`config.mk`:
```
export PLATFORM = sky130hd
export DESIGN_NAME = dekatron
export DESIGN_NICKNAME = d
export VERILOG_FILES = /design/src/rtl/dekatron.sv
export SDC_FILE = /design/constraint.sdc
export NUM_CORES = 1
export LEC_CHECK = 0
export ABC_CLOCK_PERIOD_IN_PS = 3100
export BUFFER_PORTS_ARGS = -buffer_cell sky130_fd_sc_hd__buf_4
export CAP_MARGIN = 20
export CORE_MARGIN = 2
export CORE_UTILIZATION = 50
export CTS_CLUSTER_DIAMETER = 30
export DETAILED_ROUTE_END_ITERATION = 10
export GPL_TIMING_DRIVEN = 0
export PLACE_DENSITY = 0.74
export SLEW_MARGIN = 20
export SYNTH_ARGS = -nofsm -noshare
export SYNTH_HDL_FRONTEND = slang
export SYNTH_SLANG_ARGS = --single-unit
```
`constraint.sdc`:
```
create_clock -name clk -period 3.1 [get_ports clk]
set_clock_uncertainty 0.1 [all_clocks]
set_input_delay 0.31 -clock clk [delete_from_list [all_inputs] [get_ports clk]]
set_output_delay 0.31 -clock clk [all_outputs]
set_load 0.05 [all_outputs]
```
`src/rtl/dekatron.sv`:
```
// dekatron: 30-position glow-transfer counting tube with one-hot cathode output
//   clk      : system clock, all state changes on its rising edge
//   reset    : asynchronous active-high reset, glow returns to position 0 at once
//   P1       : forward guide level, each rising edge steps the glow up by one
//   P2       : backward guide level, each rising edge steps the glow down by one
//   cathodes : one-hot glow position, bit k lit means position k
module dekatron #(
    parameter int N_CATHODES = 30
) (
    input  logic                  clk,
    input  logic                  reset,
    input  logic                  P1,
    input  logic                  P2,
    output logic [N_CATHODES-1:0] cathodes
);
    localparam int PW = $clog2(N_CATHODES);
    localparam logic [PW-1:0] LAST = PW'(N_CATHODES - 1);
    localparam logic [N_CATHODES-1:0] ONE = N_CATHODES'(1);
    logic [PW-1:0] pos, pos_next;
    logic          p1_q, p2_q, inc, dec;
    always_comb begin
        inc      = P1 & ~p1_q;
        dec      = P2 & ~p2_q;
        pos_next = (inc & ~dec) ? ((pos == LAST) ? '0 : pos + PW'(1)) :
                   (dec & ~inc) ? ((pos == '0) ? LAST : pos - PW'(1)) : pos;
    end
    // History flops reset high so a guide held through reset release is not an edge.
    always_ff @(posedge clk or posedge reset) begin
        if (reset) begin
            pos      <= '0;
            cathodes <= ONE;
            p1_q     <= 1'b1;
            p2_q     <= 1'b1;
        end else begin
            pos      <= pos_next;
            cathodes <= ONE << pos_next;
            p1_q     <= P1;
            p2_q     <= P2;
        end
    end
endmodule

```
* Word level (Yosys, flattened, before mapping)
Cells that the tools add are included.
Widths: inputs -> output; s select.
** Word-level totals
- Register bits :: 37
- Bits in latches :: 0
- Memory bits (writable) :: 0
- ROM bits :: 0
- Input bits :: 4
- Output and inout bits :: 30
- Word-level logic and storage cells :: 21
- Memories :: 0
** Operators by class
- Add/sub/neg operators :: 2
- Multipliers :: 0
- Divide/modulo/power cells :: 0
- Order comparisons :: 0
- Equality and inequality tests :: 1
- Shifts and indexed selects :: 1
- Muxes and demuxes :: 4
- Bitwise gates (word level) :: 8
- Reductions and logical operators :: 1
** Operators with widths (number)
- $shl 1x5->30 const A :: 1
- $mux 5 :: 4
- $add 5x1->5 const B :: 1
- $eq 5x5->1 const B :: 1
- $logic_not 5->1 :: 1
- $sub 5x1->5 const B :: 1
- $and 1x1->1 :: 4
- $not 1->1 :: 4

* Longest topological paths before layout
- Word-level depth :: 7
- Gate-level depth with buffers :: 9
- Depth with buffers taken out :: 8

* Least setup slack after synthesis
Ideal clock, no wire load.
- Path type :: register to register
- Start point :: register pos[1]
- End point :: register cathodes[16]
- Library setup time :: 0.142 ns
- Data arrival time :: 2.041 ns
- Required time :: 2.858 ns
- Path slack :: 0.817 ns
- Cell stages (with the launch flop) :: 8
- Buffers on the path :: 0
- Clock period less this slack :: 2.283 ns
- Path through :: dfrtp_1 -> inv_1 -> ha_1 -> or3b_1 -> or3_1 -> a311o_1 -> a21bo_2 -> nor3_1
** Between the ends
- Cells in the longest elaborated chain, start to end :: 5
- Elaborated cells between the ends (all ways) :: 9
- Those cells by class :: 2 x add/sub; 1 x eq/ne; 1 x shift; 4 x mux; 1 x reduce/logical
** Ends and longest elaborated chain
- from (decl) :: RTL line 19 : logic [PW-1:0] pos, pos_next;
- from (signal assigned) :: RTL line 35 : pos <= pos_next;
- $sub 5x1->5 or $logic_not 5->1 (tied branches) :: RTL line 25 : (dec & ~inc) ? ((pos == '0) ? LAST : pos - PW'(1)) : pos;
- $mux 5 (2 in series) :: RTL line 25
- $mux 5 * :: RTL line 24 : pos_next = (inc & ~dec) ? ((pos == LAST) ? '0 : pos + PW'(1)) :
- via pos_next[4] :: RTL line 19
- $shl 1x5->30 * :: RTL line 36 : cathodes <= ONE << pos_next;
- to (signal assigned) :: RTL line 36
- to (decl) :: RTL line 14 : output logic [N_CATHODES-1:0] cathodes
The timed path passes the listed nets; every way through them passes the cells marked *.

* Worst setup path after layout
- Start point :: input P2
- End point :: register cathodes[9]
** Between the ends
- Cells in the longest elaborated chain, start to end :: 5
- Elaborated cells between the ends (all ways) :: 7
- Those cells by class :: 1 x shift; 2 x mux; 4 x bitwise
** Ends and longest elaborated chain
- from (decl) :: RTL line 13 : input logic P2,
- $and 1x1->1 * :: RTL line 23 : dec = P2 & ~p2_q;
- $and 1x1->1 or $not 1->1 (tied branches) :: RTL line 25, 24
- $mux 5 or $and 1x1->1 (tied branches) :: RTL line 25, 24
- $mux 5 * :: RTL line 24
- $shl 1x5->30 * :: RTL line 36
Mark *: on every way between the ends. The rest lies on a longest branch, timed or not.

==> results by stage <==
Final layout:
- The share of final-layout standard cells stronger than drive strength 1 is 0.312.
- The area growth from synthesis to layout is 24.0%.
- The number of nets at the end of the flow is 180.
- The count of antenna diodes in the layout is 0.
- The number of filler cells placed in the layout is between 200 and 300.
- The final non-filler cell area is 1900 um^2.

Clocking:
- The cell chosen for the clock root is sky130_fd_sc_hd__clkbuf_4.
- The number of clock sinks seen by CTS is 37.
- The TritonCTS clock tree is done.
- The H-tree generated during clock tree synthesis spans 2 levels.
- The clock passes through at most 2 buffers.
- The number of gates resized after CTS was 0.
- Buffers inserted during clock tree synthesis total 5.
- The clock-pin transition on the worst setup and hold timing paths is between 0.1 and 0.15 ns.
- The clock latency on the worst-skew pair is between 0.3 and 0.4 ns.

Worst hold path:
- The worst hold path class is in2async.

STA:
- The minimum clock period after layout is ~2.6 ns.
- Derived from the worst setup path, the maximum achievable clock frequency is 386 MHz.
- After routing, the total negative slack on setup checks comes to 0 ns.
- Setup repair after global routing left no endpoint under its margin.
- The slew of the pin with the lowest slew margin is about 0.74 ns.
- Setup violations remaining at the end of the flow were counted as 0.
- The final period utilization is 0.837.
- The final worst slack is between 0.5 and 0.6 ns.
- The total count of hold-check failures in the final report was 0.
- The headroom to the max-slew limit is 0.502.
- The count of final max-slew check failures is 0.
- The tightest hold path in the finished design has a slack of roughly 0.000066 ns.

Worst setup path:
- The critical register-to-register path endpoint is cathodes[9].
- In this run the critical register-to-register path is launched from pos[1].
- In this run the worst path has a maximum fanout of 8.
- The critical path crosses 7 cells after its start point.
- STA classifies the critical path endpoint as a flop.
- The worst setup path startpoint is P2.
- Data arrives at the worst endpoint at 2.74 ns.
- The signal on the critical path passes through dlygate4sd3_1, buf_4, nand2b_1, nand2_1, a221oi_1, o211ai_1, nor3_1.
- The kind of critical path is in2reg.
- Across all register-to-register paths, the minimum setup slack is approximately 0.52 ns.
- The largest stage delay on the critical path is between 0.5 and 0.6 ns.
- The required time at the endpoint of the critical path is around 3.2 ns.
- STA classifies the critical path startpoint as a primary input.
- The cell with the largest stage delay on the worst path is sky130_fd_sc_hd__a221oi_1.
- Counting both buffers and inverters, the worst setup path holds a total of 2.
- The number of cells on the worst reg-to-reg path is 7.
- Among cell families on the critical path, the largest total delay comes from compound AO/OA/AOI/OAI gates.
- The destination of the critical timing path is cathodes[9].

Routing:
- The first-pass iteration count of the detailed router is 4.
- The total vias in the final route is 1,201.
- In this run the remaining antenna-violating nets after routing total 0.
- The average wire length per cell after detail routing is about 16 um.
- The routed design has 3.21 mm of wire.
- After detailed routing, the number of vias per cell comes to between 5 and 6.
- For this run, design rule violations remaining after detail routing come to 0.
- For this block, the initial DRC count from the detailed router was 33.

Outcome:
- The flow ran to the end, and the final reports show no timing, DRC or antenna violations.

Floorplanning:
- The y dimension of the die is 59.4 um.
- The starting utilization of the core area is 0.515.
- During I/O placement, the number of pins put on the boundary was 34.
- The width of the die is 59.4 um.
- The floorplan step defined a core boundary enclosing roughly 3000 um^2.
- The overall die area is 3520 um^2.
- The number of rows in the core area is 20.

Global route:
- The number of antenna violations at the first check in global routing is 0.
- The first global-routing pass estimated around 5.0 mm of wire.
- The overall track demand over capacity in global routing is 0.198.
- The total global routing overflow is 0.
- The number of global-route vias before repair is 1,074.
- Entering global routing, the biggest net connects 38 pins.

Logic synthesis:
- The post-synth net total is 138.
- The flip-flop and latch count after synthesis is 37.
- Counting flops with an async set or reset pin after synthesis yields a share of 1.00.
- A synthesized cell averages approximately 12 um^2.
- Yosys mapped a number of flops with a built-in enable equal to 0.
- During synthesis, Yosys emitted a total of 0 warnings.
- The sequential cell area fraction in the yosys report is 0.607.
- For this run, the leading register cell type out of synthesis is sky130_fd_sc_hd__dfrtp_1.
- In this run, distinct cell masters in the synthesized netlist total 38.
- Synthesis produced a netlist whose cell count is 131.
- The area of the mapped netlist is approximately 1500 um^2.

Pwr:
- Summed over all cells, the static leakage comes to just over 0.0009 uW.
- In this run the power density over the cells is about 940 nW/um^2.
- IR analysis of the VDD net gives a maximum drop of about 0.51 mV.

Place:
- In this run the tool buffered the top-level ports with 33 buffer cells.
- At the end of routability-driven placement, the weighted congestion stood at 0.879.
- The worst slack at placement is between 0.5 and 0.6 ns.
- The half-perimeter wire length after placement is roughly 2.3 mm.
- The post-place instance area is between 1500 and 2000 um^2.

Flow run:
- The count of max-cap constraint violations is 0.
==> final cells by class <==
class	count	area, um^2	share of cell area
clock buffer	6	51.3	0.0270
inverter	6	22.5	0.0118
multi-input combinational	82	548	0.288
clock inverter	1	7.51	0.00395
buffer	6	32.5	0.0171
timing repair buffer	35	268	0.141
sequential	37	930	0.489
tap	33	41.3	0.0217
==> state kept, by name (all words and copies together), names as in the netlist <==
name,count
pos,5
cathodes,30
p2_q,1
p1_q,1
==> metrics by stage <==
step	total power, uW	instances	util
floorplan	1290	131	-
global placement	1530	197	0.612
detailed placement	1540	197	0.612
CTS	1800	206	0.638
global route	1890	206	0.638
finish	1780	206	0.638
==> repair_timing <==
action,CTS,global route
hold buffers,2,0
buffers inserted,0,0
endpoints found under the hold margin,2,0
==> synth_stat cells, types with 2 or more instances <==
cell type,number,area share
sky130_fd_sc_hd__dfrtp_1,34,0.56
sky130_fd_sc_hd__nor3_1,30,0.098
sky130_fd_sc_hd__inv_1,5,0.012
sky130_fd_sc_hd__clkbuf_1,3,0.0073
sky130_fd_sc_hd__dfstp_2,3,0.051
sky130_fd_sc_hd__ha_1,3,0.024
sky130_fd_sc_hd__nand2_1,3,0.0073
sky130_fd_sc_hd__nand2b_1,3,0.012
sky130_fd_sc_hd__nand3_1,3,0.0098
sky130_fd_sc_hd__nor2_1,3,0.0073
sky130_fd_sc_hd__nor4_1,3,0.012
sky130_fd_sc_hd__o21ai_0,3,0.0098
sky130_fd_sc_hd__a21oi_1,2,0.0065
sky130_fd_sc_hd__a221oi_1,2,0.011
sky130_fd_sc_hd__a31oi_1,2,0.0082
sky130_fd_sc_hd__and2_1,2,0.0082
sky130_fd_sc_hd__buf_2,2,0.0065
sky130_fd_sc_hd__nor3_2,2,0.013
sky130_fd_sc_hd__o211ai_1,2,0.0098
sky130_fd_sc_hd__or3_1,2,0.0082
sky130_fd_sc_hd__or4_1,2,0.0098
==> metal layers <==
layer | vias to the layer above | GRT usage | wire length [um]
li1 | 560 | - | -
met5 | - | 0 | 0
met3 | 5 | 0.0568 | 212
met2 | 46 | 0.298 | 1530
met1 | 590 | 0.265 | 1430
met4 | 0 | 0.0877 | 40
==> logic make-up after synthesis <==
family / share of synthesized area
buffers and inverters: 0.0359
flip-flops: 0.607
AND/OR/NAND/NOR: 0.238
AO/OA/AOI/OAI: 0.0955
adder cells (fa/ha/maj): 0.0245
==> worst min-delay path by stage <==
stage                    to  slack, ns  cells past startpoint
2_1_floorplan          p1_q       0.21                      0
3_3_place_gp           p2_q       0.33                      1
3_5_place_dp           p1_q       0.34                      1
4_1_cts        cathodes[27]      0.008                      2
5_1_grt         cathodes[7]       0.04                      2
6_report        cathodes[1]    0.00007                      2
==> report_power, final <==
part | internal, uW | switching (uW)
Sequential | 579 | 53.0
Combinational | 265 | 630
Clock | 106 | 150
Total | 950 | 833
==> placed cells by master, fill, tap and decap left out, types with 2 or more instances in the layout <==
master and n:
sky130_fd_sc_hd__a21oi_1 2, sky130_fd_sc_hd__a221oi_1 2, sky130_fd_sc_hd__a31oi_1 2, sky130_fd_sc_hd__and2_1 2, sky130_fd_sc_hd__buf_2 2, sky130_fd_sc_hd__buf_4 33, sky130_fd_sc_hd__clkbuf_1 3, sky130_fd_sc_hd__clkbuf_4 5
sky130_fd_sc_hd__dfrtp_1 34, sky130_fd_sc_hd__dfstp_2 3, sky130_fd_sc_hd__dlygate4sd3_1 2, sky130_fd_sc_hd__ha_1 3, sky130_fd_sc_hd__inv_1 4, sky130_fd_sc_hd__inv_2 2, sky130_fd_sc_hd__nand2_1 3, sky130_fd_sc_hd__nand2b_1 3
sky130_fd_sc_hd__nand3_1 3, sky130_fd_sc_hd__nor2_1 3, sky130_fd_sc_hd__nor3_1 30, sky130_fd_sc_hd__nor3_2 2, sky130_fd_sc_hd__nor4_1 3, sky130_fd_sc_hd__o211ai_1 2, sky130_fd_sc_hd__o21ai_0 3, sky130_fd_sc_hd__or3_1 2
sky130_fd_sc_hd__or4_1 2
==> worst reg2reg max path, stage by stage, from the launching register on <==
cell                       delay [ns]
sky130_fd_sc_hd__dfrtp_1         0.43
sky130_fd_sc_hd__inv_1           0.14
sky130_fd_sc_hd__ha_1            0.21
sky130_fd_sc_hd__nand4_1         0.10
sky130_fd_sc_hd__and3_1          0.25
sky130_fd_sc_hd__a221oi_1        0.56
sky130_fd_sc_hd__o211ai_1        0.41
sky130_fd_sc_hd__nor3_1          0.29
Note: power is estimated with default switching activity, not from simulation.
